$ cat src/rtl/imm_gen_pipe.sv
// rtl/imm_gen_pipe.sv - registered RISC-V immediate generator with 2-entry skid buffer
//
// Purpose: decodes the immediate of a 32-bit instruction (format from opcode or
// from in_fmt), sign-extends it to XLEN and registers it between IF/ID and ID/EX.
// Ports:
//   clk, rst_n          clock, asynchronous active-low reset
//   flush               synchronous flush, drops both buffered entries and any same-cycle accept
//   in_valid/in_ready   input handshake; in_ready is a flop (no path from out_ready)
//   in_inst/in_fmt      instruction word, explicit format (used when AUTO_FMT=0)
//   in_tag              sideband tag, passed through unchanged
//   out_valid/out_ready output handshake
//   out_imm/out_fmt     immediate and resolved format (111 when illegal in auto mode)
//   out_illegal         no immediate format for this entry (out_imm is 0)
//   out_tag             tag of the presented entry
//   illegal_cnt         saturating count of accepted illegal entries
module imm_gen_pipe #(
   parameter int XLEN     = 32,
   parameter int AUTO_FMT = 1,
   parameter int TAG_W    = 32,
   parameter int CNT_W    = 16
) (
   input  logic             clk,
   input  logic             rst_n,
   input  logic             flush,
   input  logic             in_valid,
   output logic             in_ready,
   input  logic [31:0]      in_inst,
   input  logic [2:0]       in_fmt,
   input  logic [TAG_W-1:0] in_tag,
   output logic             out_valid,
   input  logic             out_ready,
   output logic [XLEN-1:0]  out_imm,
   output logic [2:0]       out_fmt,
   output logic             out_illegal,
   output logic [TAG_W-1:0] out_tag,
   output logic [CNT_W-1:0] illegal_cnt
);

   // ---------------- combinational decode of the incoming instruction
   logic [2:0]      fmt_dec;
   logic            ill_dec;
   logic [31:0]     imm32;
   logic [XLEN-1:0] imm_dec;
   logic            s;

   assign s = in_inst[31];

   always_comb begin
      fmt_dec = 3'b111;
      if (AUTO_FMT != 0) begin
         case (in_inst[6:0])
            7'b0010011, 7'b0000011, 7'b1100111, 7'b1110011: fmt_dec = 3'b000;
            7'b0100011:                                     fmt_dec = 3'b001;
            7'b1100011:                                     fmt_dec = 3'b010;
            7'b0110111, 7'b0010111:                         fmt_dec = 3'b011;
            7'b1101111:                                     fmt_dec = 3'b100;
            default:                                        fmt_dec = 3'b111;
         endcase
      end else begin
         fmt_dec = in_fmt;
      end
   end

   assign ill_dec = (fmt_dec > 3'b100);

   always_comb begin
      imm32 = 32'd0;
      case (fmt_dec)
         3'b000:  imm32 = {{20{s}}, in_inst[31:20]};
         3'b001:  imm32 = {{20{s}}, in_inst[31:25], in_inst[11:7]};
         3'b010:  imm32 = {{19{s}}, in_inst[31], in_inst[7], in_inst[30:25], in_inst[11:8], 1'b0};
         3'b011:  imm32 = {in_inst[31:12], 12'd0};
         3'b100:  imm32 = {{11{s}}, in_inst[31], in_inst[19:12], in_inst[20], in_inst[30:21], 1'b0};
         default: imm32 = 32'd0;
      endcase
   end

   // Every format's bit 31 already equals inst[31], so widening to XLEN just
   // replicates it; this form also covers XLEN=32 without a zero-width replicate.
   always_comb begin
      imm_dec = {XLEN{s}};
      imm_dec[31:0] = imm32;
      if (ill_dec) begin
         imm_dec = '0;
      end
   end

   // ---------------- main / skid registers
   logic             main_v_q, main_v_d, skid_v_q, skid_v_d;
   logic [XLEN-1:0]  main_imm_q, main_imm_d, skid_imm_q, skid_imm_d;
   logic [2:0]       main_fmt_q, main_fmt_d, skid_fmt_q, skid_fmt_d;
   logic             main_ill_q, main_ill_d, skid_ill_q, skid_ill_d;
   logic [TAG_W-1:0] main_tag_q, main_tag_d, skid_tag_q, skid_tag_d;
   logic [CNT_W-1:0] cnt_q, cnt_d;
   logic             accept, pop;

   assign in_ready = ~skid_v_q;
   assign accept   = in_valid & in_ready & ~flush;
   assign pop      = main_v_q & out_ready;

   always_comb begin
      main_v_d   = main_v_q;
      main_imm_d = main_imm_q;
      main_fmt_d = main_fmt_q;
      main_ill_d = main_ill_q;
      main_tag_d = main_tag_q;
      skid_v_d   = skid_v_q;
      skid_imm_d = skid_imm_q;
      skid_fmt_d = skid_fmt_q;
      skid_ill_d = skid_ill_q;
      skid_tag_d = skid_tag_q;
      cnt_d      = cnt_q;

      if (flush) begin
         main_v_d = 1'b0;
         skid_v_d = 1'b0;
      end else if (!main_v_q || pop) begin
         if (skid_v_q) begin
            // in_ready is low while skid holds data, so no accept can race this move
            main_v_d   = 1'b1;
            main_imm_d = skid_imm_q;
            main_fmt_d = skid_fmt_q;
            main_ill_d = skid_ill_q;
            main_tag_d = skid_tag_q;
            skid_v_d   = 1'b0;
         end else begin
            main_v_d = accept;
            if (accept) begin
               main_imm_d = imm_dec;
               main_fmt_d = fmt_dec;
               main_ill_d = ill_dec;
               main_tag_d = in_tag;
            end
         end
      end else if (accept) begin
         skid_v_d   = 1'b1;
         skid_imm_d = imm_dec;
         skid_fmt_d = fmt_dec;
         skid_ill_d = ill_dec;
         skid_tag_d = in_tag;
      end

      if (accept && ill_dec && (cnt_q != {CNT_W{1'b1}})) begin
         cnt_d = cnt_q + 1'b1;
      end
   end

   always_ff @(posedge clk or negedge rst_n) begin
      if (!rst_n) begin
         main_v_q   <= 1'b0;
         main_imm_q <= '0;
         main_fmt_q <= 3'b000;
         main_ill_q <= 1'b0;
         main_tag_q <= '0;
         skid_v_q   <= 1'b0;
         skid_imm_q <= '0;
         skid_fmt_q <= 3'b000;
         skid_ill_q <= 1'b0;
         skid_tag_q <= '0;
         cnt_q      <= '0;
      end else begin
         main_v_q   <= main_v_d;
         main_imm_q <= main_imm_d;
         main_fmt_q <= main_fmt_d;
         main_ill_q <= main_ill_d;
         main_tag_q <= main_tag_d;
         skid_v_q   <= skid_v_d;
         skid_imm_q <= skid_imm_d;
         skid_fmt_q <= skid_fmt_d;
         skid_ill_q <= skid_ill_d;
         skid_tag_q <= skid_tag_d;
         cnt_q      <= cnt_d;
      end
   end

   assign out_valid   = main_v_q;
   assign out_imm     = main_imm_q;
   assign out_fmt     = main_fmt_q;
   assign out_illegal = main_ill_q;
   assign out_tag     = main_tag_q;
   assign illegal_cnt = cnt_q;

endmodule

$ cat config.mk
export PLATFORM = sky130hd
export DESIGN_NAME = imm_gen_pipe
export DESIGN_NICKNAME = d
export VERILOG_FILES = /design/src/rtl/imm_gen_pipe.sv
export SDC_FILE = /design/constraint.sdc
export NUM_CORES = 1
export LEC_CHECK = 0
export ABC_AREA = 0
export BUFFER_PORTS_ARGS = -buffer_cell sky130_fd_sc_hd__buf_2
export CAP_MARGIN = 20
export CORE_ASPECT_RATIO = 0.5
export CORE_MARGIN = 1.5
export CORE_UTILIZATION = 30
export CTS_BUF_LIST = sky130_fd_sc_hd__clkbuf_4
export DETAILED_ROUTE_END_ITERATION = 12
export GPL_TIMING_DRIVEN = 0
export HOLD_SLACK_MARGIN = 0.1
export PLACE_DENSITY_LB_ADDON = 0.25
export SYNTH_ARGS = -nofsm -noshare
export SYNTH_HDL_FRONTEND = slang
export SYNTH_SLANG_ARGS = --single-unit
$ cat constraint.sdc
create_clock -name clk -period 5.89 [get_ports clk]
set_clock_uncertainty 0.2 [all_clocks]
set_input_delay 1.178 -clock clk [delete_from_list [all_inputs] [get_ports clk]]
set_output_delay 1.178 -clock clk [all_outputs]
set_load 0.01 [all_outputs]
== Yosys cells after proc, flatten, opt, wreduce, memory -nomap -nowiden ==
Index checks and enable logic that the tools add are counted.
Cells by class
  $add $sub $neg: 1
  order comparisons: 1
  eq/ne operators: 14
  multiplexer cells: 17
  bitwise logic cells: 6
  reductions and logical operators: 12
Operator list (number)
  32-bit two-way mux: 5
  32-bit one-hot mux with 5 select lines: 1
  7-bit equality test, second input constant: 4
  16-bit by 1-bit adder with 16-bit output, second input constant: 1
  16-bit != test, second input constant: 1
  3-bit one-hot mux with 5 select lines: 1
  7-bit by 5-bit equality test with 1-bit output, second input constant: 2
  7-bit by 6-bit equality test with 1-bit output, second input constant: 2
  1-bit two-way mux: 8
  7-bit by 2-bit equality test with 1-bit output, second input constant: 1
  3-bit by 2-bit equality test with 1-bit output, second input constant: 2
  3-bit two-way mux: 2
  3-bit AND reduction: 2
  2-bit nonzero test: 2
  4-bit OR reduction: 1
  1-bit bitwise AND: 3
  3-bit by 1-bit equality test with 1-bit output, second input constant: 1
  3-bit equality test, second input constant: 1
  3-bit greater-than comparator, second input constant: 1
  3-bit zero test: 1
  1-bit NOT: 3
  3-bit nonzero test: 1
  1-bit logical AND: 2
  2-bit OR reduction: 1
  other kinds (2): 2
Word-level totals
  bits in registers: 154
  input bits: 72
  output and inout port bits: 86
  logic and storage cells: 62

== Longest topological paths before layout ==
  word-level depth: 8
  depth in mapped cells: 8
  gate-level depth less buffers: 6

== Worst setup path after synthesis ==
Ideal clock, no wire load.
  path kind: input -> register
  start: input port in_inst[3]
  end: register cnt_q[1] (netlist: illegal_cnt[1])
  library setup time: 0.125 ns
  data arrival time: 2.320 ns
  required time: 5.565 ns
  setup slack: 3.245 ns
  stages: 6
  buffers on the path: 1
  cells stage by stage: buf_4 nand4bb_4 nor3b_4 a31oi_1 nand2_1 mux2_2
On the way
  cells in the longest elaborated chain, start to end: 6
  elaborated cells on any way between the ends: 15
  classes of those cells: order compare: 1; eq/ne: 9; mux: 1; reduce/logical: 4
Ends and longest elaborated chain
  start: declaration: line 27  | input logic [31:0] in_inst,
  7-bit by 5-bit equality test with 1-bit output, or another cell as far along: line 51  | case (in_inst[6:0])
  4-bit OR reduction / 2-bit OR reduction (equally long branches): line 51
  3-bit one-hot mux with 5 select lines *: line 51
  3-bit greater-than comparator *: line 64  | assign ill_dec = (fmt_dec > 3'b100);
  1-bit logical AND * (2 in a row): line 143  | if (accept && ill_dec && (cnt_q != {CNT_W{1'b1}})) begin
  end signal: assignment: line 172  | cnt_q <= cnt_d;
  end: declaration: line 94  | logic [CNT_W-1:0] cnt_q, cnt_d;
Every way passes the cells marked *; elsewhere a longest branch is shown, timed or not.
A chain may end at the register's enable or synchronous reset.

== Worst setup path after layout ==
  start: register skid_v_q
  end: output port in_ready
On the way
  cells in the longest elaborated chain, start to end: 1
Ends and longest elaborated chain
  start: declaration: line 89  | logic main_v_q, main_v_d, skid_v_q, skid_v_d;
  start signal: assignment: line 167  | skid_v_q <= skid_v_d;
  1-bit NOT: line 97  | assign in_ready = ~skid_v_q;
  end: declaration: line 26  | output logic in_ready,
No other way between the ends.

==> impl_metrics.yaml <==
setup_path:
  cp-end-kind: "primary output"
  r2r_end: "skid_imm_q[3]$_DFFE_PN0P_"
  start_kind: "register"
  r2r.worst_path.cells: 6
  critical_path_class: "register to primary output"
  timing.rr.start: "skid_v_q$_DFFE_PN0P_"
  crit_path_max_fanout: 10
  cp_data_required_time_ns: 4.51
  arrival_ns: 2.07
  reg2reg_setup_slack_ns: 3.34
timing:
  period_minus_slack_ns: 3.449
  max_freq_mhz: 289.9
  finalHoldViolations: 0
  rsz0062_at_grt: "no"
  finalSetupViolCount: 0
  post-route-period-util: 0.5856
  relSlewSlack: 0.4226
  whs_ns: 0.2783
  tightest_slew_ns: 0.8630
  report.final.slew_viol_count: 0
  fin_tns_setup_ns: 0
global_routing:
  grt_pass1_wl_mm: 32.86
  grt.met2_usage: 0.2879
  first_global_vias: 5866
  antenna_found_initial: 3
  grt.total_usage: 0.1775
  grt_max_degree: 94
  use_met3: 0.04609
  use_met1: 0.2341
  grt_overflow: 0
  busiest_layer: "met2"
clock_tree:
  cts.htree.levels: 4
  clockBufferDepth: 2
  cts_resized: 0
  clock_latency_ns: 0.60
  ctsHoldBuffers: 0
  clock_sinks: 154
  cts_made_buffers: 17
  root_buffer: "clkbuf_4"
  clkTransAtPathRegs_ns: 0.14
  cts_setup_buffers: 0
  tritoncts: "done"
placed_design:
  dp.cells: 1201
  io_buffers: 153
  dp_hpwl_mm: 14.93
  post_dp_cell_area_sq_um: 8224
  gp_congestion: 0.8940
floorplanning:
  io_pins: 158
  die_x_um: 219.6
  rows: 39
  start_util: 0.3068
  dieArea_sq_um: 24440
  core-area_sq_um: 22930
  die_h_um: 111.3
outcome:
  status: "finished clean"
detailed_routing:
  drt_iter0_drc: 373
  drc: 0
  via_count: 6004
  viasPerCell: 4.854
  dr.pass1.iters: 5
  finalWirelength_mm: 20.73
  routedWlPerCell_um: 16.76
  ant_nets: 0
power:
  p_per_area_nw_per_um2: 300.8
  ir_drop_mv: 0.1584
  leakage_nw: 3.988
synthesis:
  ys_types: 53
  postSynthAreaPerCell_sq_um: 9.509
  synth_compound_area_frac: 0.1378
  ys.warnings.count: 0
  synthSimpleGateAreaFrac: 0.2111
  syn_nets: 813
  synthMuxAreaShare: 0.05174
  synth_edf_count: 0
  synthArstFlopShare: 1.000
  synthAdderAreaFrac: 0.001778
  ys_ff_latch: 154
  synth_top_family_by_area: "simple AND/OR/NAND/NOR gates"
  syn_inst: 740
  yosys.area_share.xor_xnor: 0.01743
  synthesis.area_sq_um: 7037
  yosys_most_used_dff: "dfrtp_1"
  seq_area_frac_synth: 0.5477
finish:
  fin_nets: 986
  final_cell_mix: "nand2_1 (210), buf_2 (164), dfrtp_1 (154)"
  stdcell_area_sq_um: 8583
  drive_gt1_frac: 0.2397
  stdcell_count: 1237
  mostFrequentLayoutCell: "nand2_1"
  area_delta_synth_final_pct: 21.98
min_path:
  hold_path_class: "input port to asynchronous set/reset pin"
flow_run:
  drv_cap: 0
how the worst max path moves through the flow:
stage,startpoint,to,slack (ns),depth (start not counted)
after floorplan,in_inst[3],illegal_cnt[1]$_DFFE_PN0P_,3.25,6
after global placement,rst_n,out_imm[14]$_DFFE_PN0P_,1.02,1
after detailed placement,flush,skid_imm_q[3]$_DFFE_PN0P_,2.58,6
after CTS,skid_v_q$_DFFE_PN0P_,in_ready,2.33,4
after global routing,skid_v_q$_DFFE_PN0P_,in_ready,2.27,4
final,skid_v_q$_DFFE_PN0P_,in_ready,2.44,4
power by group:
group	total [mW]	switching, mW	internal (mW)
logic	0.455	0.266	0.189
clock network	0.797	0.418	0.379
registers	1.33	0.103	1.23
cell usage after synthesis (all sizes together) (4+ instances only):
master / n / share of area
nand2: 211 / 0.11
dfrtp: 154 / 0.55
o21ai: 84 / 0.060
nor2: 40 / 0.023
a21oi: 34 / 0.024
mux2i: 33 / 0.047
clkbuf: 29 / 0.015
buf: 19 / 0.017
nor3b: 14 / 0.017
a31oi: 12 / 0.011
nor3: 10 / 0.012
xnor2: 10 / 0.012
a22oi: 9 / 0.0096
a22o: 8 / 0.010
nand4: 8 / 0.0071
nand3: 7 / 0.0050
a32oi: 6 / 0.0075
and3: 6 / 0.0053
or3: 5 / 0.0044
nand3b: 4 / 0.0060
nor2b: 4 / 0.0036
xor2: 4 / 0.0050
worst max-delay path: stages (launching register included):
cell      delay (ns)
dfrtp_1         0.40
buf_6           0.16
clkinv_1        0.19
clkbuf_1        0.48
buf_2           0.24
layout make-up:
class	count	area, sq um
Tap cell	307	384.1
Timing Repair Buffer	154	803.3
Clock inverter	15	221.5
Buffer	48	225.2
Sequential cell	154	3854
Inverter	1	3.754
Fill cell	2405	14350
Clock buffer	17	127.6
Antenna cell	4	10.01
Multi-Input combinational cell	537	2954
layer usage:
layer / vias up / share of wire
met1: 2993 / 0.47
met2: 107 / 0.48
met3: 15 / 0.042
met5: - / 0
met4: 0 / 0.011
li1: 2889 / -
flip-flops by register name (all words and copies together) (netlist names):
signal and cells:
illegal_cnt 16, out_illegal 1, out_fmt 3, skid_v_q 1
skid_imm_q 32, out_imm 32, skid_ill_q 1, skid_tag_q 32
out_valid 1, out_tag 32, skid_fmt_q 3
cell families after synthesis:
kind of cell,count (synthesis)
buf+inv,49
mux,36
simple gates,320
fa+ha+maj,1
xor+xnor,14
flops,154
compound gates,166
stage by stage:
stage | util | power (mW) | worst slack (ns)
floorplan | - | 1.588 | 3.245
global placement | 0.3570 | 1.794 | 1.024
detailed placement | 0.3586 | 1.815 | 2.581
CTS | 0.3738 | 2.622 | 2.328
global route | 0.3740 | 2.748 | 2.271
finish | 0.3743 | 2.582 | 2.441
(Power assumes the default switching activity.)
